<file path="src/rtl/tmr_hw_ctrl.sv">
// tmr_hw_ctrl: timer engine that sits beside the timer SFR bank.
// Runs a prescaled up-counter with period match and produces the SFR
// hardware-update / value buses plus a one-cycle match interrupt.
// Every output is registered and lags the internal state/counter change
// that causes it by one sfr_clk.
//
// Ports:
//   sfr_clk        clock shared with the SFR bank
//   sys_rst_n      asynchronous active-low reset
//   tmr_ctrl       TMRCTRL: [0] EN, [1] MODE (1 = one-shot), [2 +: PRESC_WIDTH] PRESC
//   tmr_period     TMRPER: low CNT_WIDTH bits are the match value
//   cnt_hw_update  TMRCNT update mask (low CNT_WIDTH bits, one cycle after cnt moves)
//   cnt_hw_value   TMRCNT mirror value (cnt, zero-extended)
//   stat_hw_update TMRSTAT update mask: [0] OVF on match, [1] RUN always
//   stat_hw_value  TMRSTAT value: [0] OVF set, [1] RUN status
//   ctrl_hw_update TMRCTRL update mask: [0] EN auto-clear on one-shot completion
//   ctrl_hw_value  TMRCTRL value (always 0: clears EN)
//   tmr_irq        one-cycle match pulse
//
// Build option: define TMR_ONESHOT_EN to honour MODE (DONE state and EN
// auto-clear). Without it the timer is always continuous and the ctrl
// buses are tied to 0.
module tmr_hw_ctrl #(
  parameter int unsigned SFR_WIDTH   = 32,
  parameter int unsigned CNT_WIDTH   = 32,
  parameter int unsigned PRESC_WIDTH = 8
) (
  input  logic                 sfr_clk,
  input  logic                 sys_rst_n,
  input  logic [SFR_WIDTH-1:0] tmr_ctrl,
  input  logic [SFR_WIDTH-1:0] tmr_period,
  output logic [SFR_WIDTH-1:0] cnt_hw_update,
  output logic [SFR_WIDTH-1:0] cnt_hw_value,
  output logic [SFR_WIDTH-1:0] stat_hw_update,
  output logic [SFR_WIDTH-1:0] stat_hw_value,
  output logic [SFR_WIDTH-1:0] ctrl_hw_update,
  output logic [SFR_WIDTH-1:0] ctrl_hw_value,
  output logic                 tmr_irq
);

`ifdef TMR_ONESHOT_EN
  typedef enum logic [1:0] {ST_IDLE = 2'd0, ST_RUN = 2'd1, ST_DONE = 2'd2} state_e;
`else
  typedef enum logic [1:0] {ST_IDLE = 2'd0, ST_RUN = 2'd1} state_e;
`endif

  state_e                 state_q, state_d;
  logic [PRESC_WIDTH-1:0] presc_q, presc_d;
  logic [CNT_WIDTH-1:0]   cnt_q, cnt_d;
  logic                   match_c, done_ent_c;

  // Event flags captured at the edge where state/counter change.
  logic                   chg_q, match_q, done_ent_q;
  // Output registers.
  logic                   cnt_upd_q, irq_q, run_q, run_upd_q;
  logic [CNT_WIDTH-1:0]   cnt_val_q;

  logic                   en_c;
  logic [PRESC_WIDTH-1:0] presc_c;
  logic [CNT_WIDTH-1:0]   period_c;
  logic                   unused_c;

  assign en_c     = tmr_ctrl[0];
  assign presc_c  = tmr_ctrl[2 +: PRESC_WIDTH];
  assign period_c = tmr_period[CNT_WIDTH-1:0];
  // Reserved SFR bits are intentionally ignored.
  assign unused_c = ^{tmr_ctrl, tmr_period};

  // State, prescaler and counter registers.
  always_ff @(posedge sfr_clk or negedge sys_rst_n) begin
    if (!sys_rst_n) begin
      state_q    <= ST_IDLE;
      presc_q    <= '0;
      cnt_q      <= '0;
      chg_q      <= 1'b0;
      match_q    <= 1'b0;
      done_ent_q <= 1'b0;
    end else begin
      state_q    <= state_d;
      presc_q    <= presc_d;
      cnt_q      <= cnt_d;
      chg_q      <= (cnt_d != cnt_q);
      match_q    <= match_c;
      done_ent_q <= done_ent_c;
    end
  end

  // Next state, prescaler tick and counter/match. Counting happens only while
  // RUN and EN are both high, so dropping EN freezes presc/cnt (pause).
  // Dropping EN wins over a same-cycle one-shot match.
  always_comb begin
    state_d    = state_q;
    presc_d    = presc_q;
    cnt_d      = cnt_q;
    match_c    = 1'b0;
    done_ent_c = 1'b0;

    if ((state_q == ST_RUN) && en_c) begin
      // presc_q above a lowered PRESC simply wraps through all-ones.
      if (presc_q == presc_c) begin
        presc_d = '0;
        if (cnt_q == period_c) begin
          cnt_d   = '0;
          match_c = 1'b1;
        end else begin
          cnt_d = cnt_q + CNT_WIDTH'(1);
        end
      end else begin
        presc_d = presc_q + PRESC_WIDTH'(1);
      end
    end

    case (state_q)
      ST_IDLE: if (en_c) state_d = ST_RUN;
      ST_RUN: begin
        if (!en_c) begin
          state_d = ST_IDLE;
`ifdef TMR_ONESHOT_EN
        end else if (match_c && tmr_ctrl[1]) begin
          state_d    = ST_DONE;
          done_ent_c = 1'b1;
`endif
        end
      end
`ifdef TMR_ONESHOT_EN
      // Leave DONE only once the auto-cleared EN is seen low.
      ST_DONE: if (!en_c) state_d = ST_IDLE;
`endif
      default: state_d = ST_IDLE;
    endcase
  end

  // Output registers, one cycle behind the internal change.
  always_ff @(posedge sfr_clk or negedge sys_rst_n) begin
    if (!sys_rst_n) begin
      cnt_upd_q <= 1'b0;
      cnt_val_q <= '0;
      irq_q     <= 1'b0;
      run_q     <= 1'b0;
      run_upd_q <= 1'b0;
    end else begin
      cnt_upd_q <= chg_q;
      cnt_val_q <= cnt_q;
      irq_q     <= match_q;
      run_q     <= (state_q == ST_RUN);
      run_upd_q <= 1'b1;
    end
  end

`ifdef TMR_ONESHOT_EN
  logic en_clr_q;

  // EN auto-clear pulse on DONE entry.
  always_ff @(posedge sfr_clk or negedge sys_rst_n) begin
    if (!sys_rst_n) en_clr_q <= 1'b0;
    else            en_clr_q <= done_ent_q;
  end

  assign ctrl_hw_update = SFR_WIDTH'(en_clr_q);
`else
  logic unused_done_c;
  assign unused_done_c  = done_ent_q;
  assign ctrl_hw_update = '0;
`endif
  assign ctrl_hw_value  = '0;

  assign cnt_hw_update  = SFR_WIDTH'({CNT_WIDTH{cnt_upd_q}});
  assign cnt_hw_value   = SFR_WIDTH'(cnt_val_q);
  assign stat_hw_update = SFR_WIDTH'({run_upd_q, irq_q});
  assign stat_hw_value  = SFR_WIDTH'({run_q, irq_q});
  assign tmr_irq        = irq_q;

endmodule

</file>
<file path="config.mk">
export PLATFORM = sky130hd
export DESIGN_NAME = tmr_hw_ctrl
export DESIGN_NICKNAME = d
export VERILOG_FILES = /design/src/rtl/tmr_hw_ctrl.sv
export SDC_FILE = /design/constraint.sdc
export NUM_CORES = 1
export LEC_CHECK = 0
export ABC_CLOCK_PERIOD_IN_PS = 2850
export CORE_ASPECT_RATIO = 1.75
export CORE_UTILIZATION = 40
export DETAILED_ROUTE_END_ITERATION = 8
export PLACE_DENSITY = 0.83
export SETUP_SLACK_MARGIN = 0.5
export SLEW_MARGIN = 20
export SYNTH_ARGS = -nofsm -noshare
export SYNTH_HDL_FRONTEND = slang
export SYNTH_SLANG_ARGS = --single-unit
</file>
<file path="constraint.sdc">
create_clock -name sfr_clk -period 2.85 [get_ports sfr_clk]
set_clock_uncertainty 0.1 [all_clocks]
set_input_delay 0.57 -clock sfr_clk [delete_from_list [all_inputs] [get_ports sfr_clk]]
set_output_delay 0.57 -clock sfr_clk [all_outputs]
set_load 0.02 [all_outputs]
</file>
==> Word-level counts from Yosys, hierarchy flattened <==
Index checks and enable logic that the tools add are counted.
{ "totals": {"regBits": 80, "inputBits": 66, "output_inout_bits": 193, "word_cells": 31} }
{ "op_classes": {"add_sub_neg": 2, "n_eq_ne": 6, "muxes": 10, "n_reduce_logical": 3} }
{ "op_table": {"columns": ["cell", "n"], "rows": [
  ["$mux W32", 3],
  ["$add A32 B1 Y32 const B", 1],
  ["$eq A32 B32 Y1", 1],
  ["$ne A32 B32 Y1", 1],
  ["$add A8 B1 Y8 const B", 1],
  ["$eq A8 B8 Y1", 1],
  ["$mux W8", 1],
  ["$mux W2", 2],
  ["$ne A2 B2 Y1 const B", 2],
  ["$pmux W2 S2", 1],
  ["$mux W1", 3],
  ["$eq A2 B1 Y1 const B", 1],
  ["$logic_not A2 Y1", 1],
  ["$reduce_and A2 Y1", 1],
  ["$logic_and A1 B1 Y1", 1]
]} }

==> Depth between registers and ports, before layout <==
{ "depth": {"ltp_word": 5, "mapped_depth": 9, "ltp_nobuf": 8} }

==> Worst setup path before layout <==
No wires, ideal clock.
{ "synth_timing": {"path_kind": "in2reg", "from": "input tmr_ctrl[7]", "to": "register cnt_q[27]", "setup_ns": 0.077, "t_arrival_ns": 2.108, "required_time_ns": 2.673, "setup_slack_ns": 0.565, "path_stages": 8, "path_buffers": 1, "path_cell_list": "xor2_1 > nor4_1 > nand3_1 > buf_4 > nor2_8 > nand4_4 > or3_1 > a21oi_1"} }
{ "synth_via": {"elab_chain_cells": 3} }
{ "synth_rtl": {"columns": ["item", "line", "text"], "rows": [
  ["from (decl)", "30", "input logic [SFR_WIDTH-1:0] tmr_ctrl,"],
  ["$eq A8 B8 Y1", "100", "if (presc_q == presc_c) begin"],
  ["$mux W32", "100", null],
  ["$mux W32", "98", "if ((state_q == ST_RUN) && en_c) begin"],
  ["named net cnt_d[27]", "49", "logic [CNT_WIDTH-1:0] cnt_q, cnt_d;"],
  ["to (signal assigned)", "81", "cnt_q <= cnt_d;"],
  ["to (decl)", "49", null]
]} }
The timed path passes the listed nets, and every way through them passes these cells.
A chain may end at the register's enable or synchronous reset.

==> Final worst setup path <==
{ "layout_timing": {"from": "input tmr_period[19]", "to": "register chg_q"} }
{ "layout_via": {"elab_chain_cells": 5} }
{ "layout_rtl": {"columns": ["item", "line", "text"], "rows": [
  ["from (decl)", "31", "input logic [SFR_WIDTH-1:0] tmr_period,"],
  ["$eq A32 B32 Y1", "102", "if (cnt_q == period_c) begin"],
  ["$mux W32", "102", null],
  ["$mux W32", "100", null],
  ["$mux W32", "98", null],
  ["$ne A32 B32 Y1", "82", "chg_q <= (cnt_d != cnt_q);"],
  ["to (signal assigned)", "82", null],
  ["to (decl)", "53", "logic chg_q, match_q, done_ent_q;"]
]} }
Every way passes these cells.

==> metrics <==
Gate Count Post-Synth 527; Clock Path Buffers 2; Final WS setup 389 ps; CP Cell Sequence clkdlybuf4s50_1 -> xor2_2 -> nor4_2 -> nand4_1 -> or4_4 -> a21oi_2 -> a41o_1 -> nand4b_1; # setup viols final 0; CP max stage cell or4_4; post-cts hold buffer count 0; GP Congestion 0.979; CTS tree yes; WL/cell 15.2 um; Psw 893 uW; drt total wl 12500 um; maxcap violations 0; HPWL Detailed 8710 um; Max VDD drop 0.478 mV; clk slew on worst S/H paths 60 ps; Worst Path Buf+Inv 1; sequential area share after synthesis 39.8%; combinational share of power 18.3%; vias in the first global route 3496; die width 86.2 um; I/O Pins 259; R2R Path End chg_q$_DFF_PN0_; largest family of logic cells by synthesized area buffers and inverters; Crit Path Max Fanout 3; DIE AREA 0.0129 mm2; post-synthesis mux area share 0.605%; Synth Area in Simple Gates 14.8%; worst hold path class input port to asynchronous set/reset pin; Layout area overhead 30.2%; Top Metal Used met4; xor and xnor area share after synthesis 10.9%; Slew Limit Headroom 62.7%; #FFs+latches synth 79; P_leak 3.15 nW; commonest non-fill, non-tap cells in the layout conb_1 (125), clkdlybuf4s50_1 (72), dfrtp_1 (71); chip height 149 um; placed cell areas 0.00577 mm2; RR Startpoint cnt_q[2]$_DFF_PN0_; setup TNS 0 ps; placed cells 788; clock insertion delay at the later pin of the skew report 340 ps; Worst Setup End Kind flip-flop; status finished, final reports clean; First-pass DRT Iterations 4; Clock power frac 41.5%; R2R cell count 8; WP data required 2960 ps; final net count 722; Post-Synthesis Mean Instance Area 9.43 um2; Clock Sinks 79; first-pass GRT wire length 18100 um; YS warnings 0; layout cells sized above 1 19.6%; fin area 0.00647 mm2; met3 wire len 821 um; CP startpoint kind input port; RSZ-0062 raised after global routing yes; post-synthesis adder-cell area fraction 0.756%; Final ANT Viol Nets 0; critical path data arrival time 2570 ps; starting density of the core 41.2%; Overflow after GRT 0; R2R Setup Slk 410 ps; Max Freq 0.406 GHz; IO Port Bufs 111; Rows 53; kind of critical path input port to flip-flop; CP max stage delay 550 ps; Slew @ Worst Pin 559 ps; area occupied by registers 0.00199 mm2; area of the multi-input gates 0.00230 mm2; final period utilization 86.3%; core area 0.0121 mm2; PD cells 490 mW/mm2; met1 wire length 4180 um; CTS Buf Count 9; min Tclk post-route 2460 ps; family with the most delay on the worst path simple AND/OR/NAND/NOR gates; Post-Syn Area 0.00497 mm2; final hold violation count 0; met2 routed WL 6760 um; sw frac 28.2%; post-route DRC violation count 0; vias per cell 4.69; largest net degree at the start of global routing 45; Setup WS pre-CTS -117 ps; fin cells 824; GRT Overall Usage 18.8%; most common cell after layout, fill and taps aside conb_1; total number of vias 3863; Synth Area in Compound Gates 6.02%; Reg power frac 40.1%; Int Power 2.27 mW; synth unique cells 42; initial antenna violation count 1; Clock Tree Root clkbuf_16; H-tree depth 3; Max Slew Vio Count 0; Iter 0 DRT Violations 234; Fillers 1016
[cells by family after synthesis]
kind of cell,after synthesis
other,2
AND/OR/NAND/NOR,138
adder cells (fa/ha/maj),3
flip-flops,79
multiplexers,3
AO/OA/AOI/OAI,51
buffers and inverters,189
XOR/XNOR,62
[power by group through the flow]
stage               Clock [mW]  Sequential (mW)  Combinational [mW]
floorplan                    0             1.27               0.495
global placement             0             1.29               0.498
detailed placement           0             1.29               0.511
CTS                       1.33             1.27               0.528
global route              1.37             1.28               0.634
finish                    1.31             1.27               0.581
[per-layer routing]
| metal | track usage, % | vias to the layer above |
|---|---|---|
| met1 | 19.2 | 1817 |
| met2 | 33.6 | 280 |
| met3 | 3.31 | 61 |
| li1 | - | 1705 |
| met5 | 0 | - |
| met4 | 14.2 | 0 |
[registers in the layout, indices dropped and copies added, names as in the netlist]
| signal | count |
|---|---|
| chg_q | 1 |
| cnt_hw_value | 32 |
| cnt_q | 32 |
| cnt_upd_q | 1 |
| match_q | 1 |
| presc_q | 8 |
| run_q | 1 |
| run_upd_q | 1 |
| state_q | 1 |
| tmr_irq | 1 |
[cell type report]
cell class	count	share of cell area, %
Clock buffer	10	3.54
Sequential cell	79	30.7
Inverter	8	0.464
Antenna cell	1	0.0387
Timing Repair Buffer	173	24.6
Multi-Input combinational cell	382	35.6
Clock inverter	6	1.80
Tap cell	165	3.19
[per-stage QoR]
| step | hold slack [ps] | power (mW) | util, % |
|---|---|---|---|
| floorplan | 174 | 1.76 | - |
| global placement | 234 | 1.79 | 47.8 |
| detailed placement | 238 | 1.80 | 47.8 |
| CTS | 134 | 3.13 | 51.8 |
| global route | 161 | 3.29 | 53.6 |
| finish | 120 | 3.17 | 53.6 |
[cells in the mapped netlist, drive strengths merged]
| cell type | count | area [um2] |
|---|---|---|
| a41o | 1 | 10.0 |
| xnor2 | 8 | 70.1 |
| or4 | 1 | 7.51 |
| dfrtp | 79 | 1980 |
| a22oi | 1 | 7.51 |
| nand2 | 23 | 86.3 |
| nor3b | 2 | 15.0 |
| o22ai | 3 | 18.8 |
| nand3 | 21 | 105 |
| o211a | 1 | 10.0 |
| ha | 3 | 37.5 |
| o31ai | 6 | 45.0 |
| inv | 8 | 30.0 |
| a31oi | 1 | 6.26 |
| a211o | 1 | 8.76 |
| buf | 172 | 1270 |
| nor2 | 36 | 159 |
| mux2i | 3 | 30.0 |
| nor2b | 4 | 25.0 |
| clkbuf | 9 | 35.0 |
| or2 | 5 | 31.3 |
| nand4 | 12 | 90.1 |
| nor3 | 8 | 45.0 |
| nand2b | 3 | 18.8 |
| conb | 2 | 7.51 |
| nand4b | 1 | 8.76 |
| and3 | 3 | 18.8 |
| o41ai | 2 | 17.5 |
| and2 | 1 | 6.26 |
| o21ai | 23 | 115 |
| a21oi | 12 | 60.1 |
| nor4 | 13 | 87.6 |
| or3 | 5 | 31.3 |
| xor2 | 54 | 473 |
[timing repair]
item / CTS / global route
endpoints found under the setup margin: 33 / 36
pin swaps: 22 / 21
buffers inserted: 9 / 10
gates resized for setup: 62 / 48
[worst max path at each step]
| stage | start | end | slack, ps | cells past startpoint |
|---|---|---|---|---|
| 3_3_place_gp | tmr_period[15] | chg_q$_DFF_PN0_ | -90 | 9 |
| 2_1_floorplan | tmr_ctrl[7] | cnt_q[27]$_DFF_PN0_ | 560 | 8 |
| 5_1_grt | cnt_q[14]$_DFF_PN0_ | chg_q$_DFF_PN0_ | 280 | 8 |
| 6_report | tmr_period[19] | chg_q$_DFF_PN0_ | 390 | 8 |
| 3_5_place_dp | tmr_period[6] | chg_q$_DFF_PN0_ | -120 | 9 |
| 4_1_cts | cnt_q[7]$_DFF_PN0_ | chg_q$_DFF_PN0_ | 500 | 8 |
No activity file was read; power rests on OpenSTA's default activity.
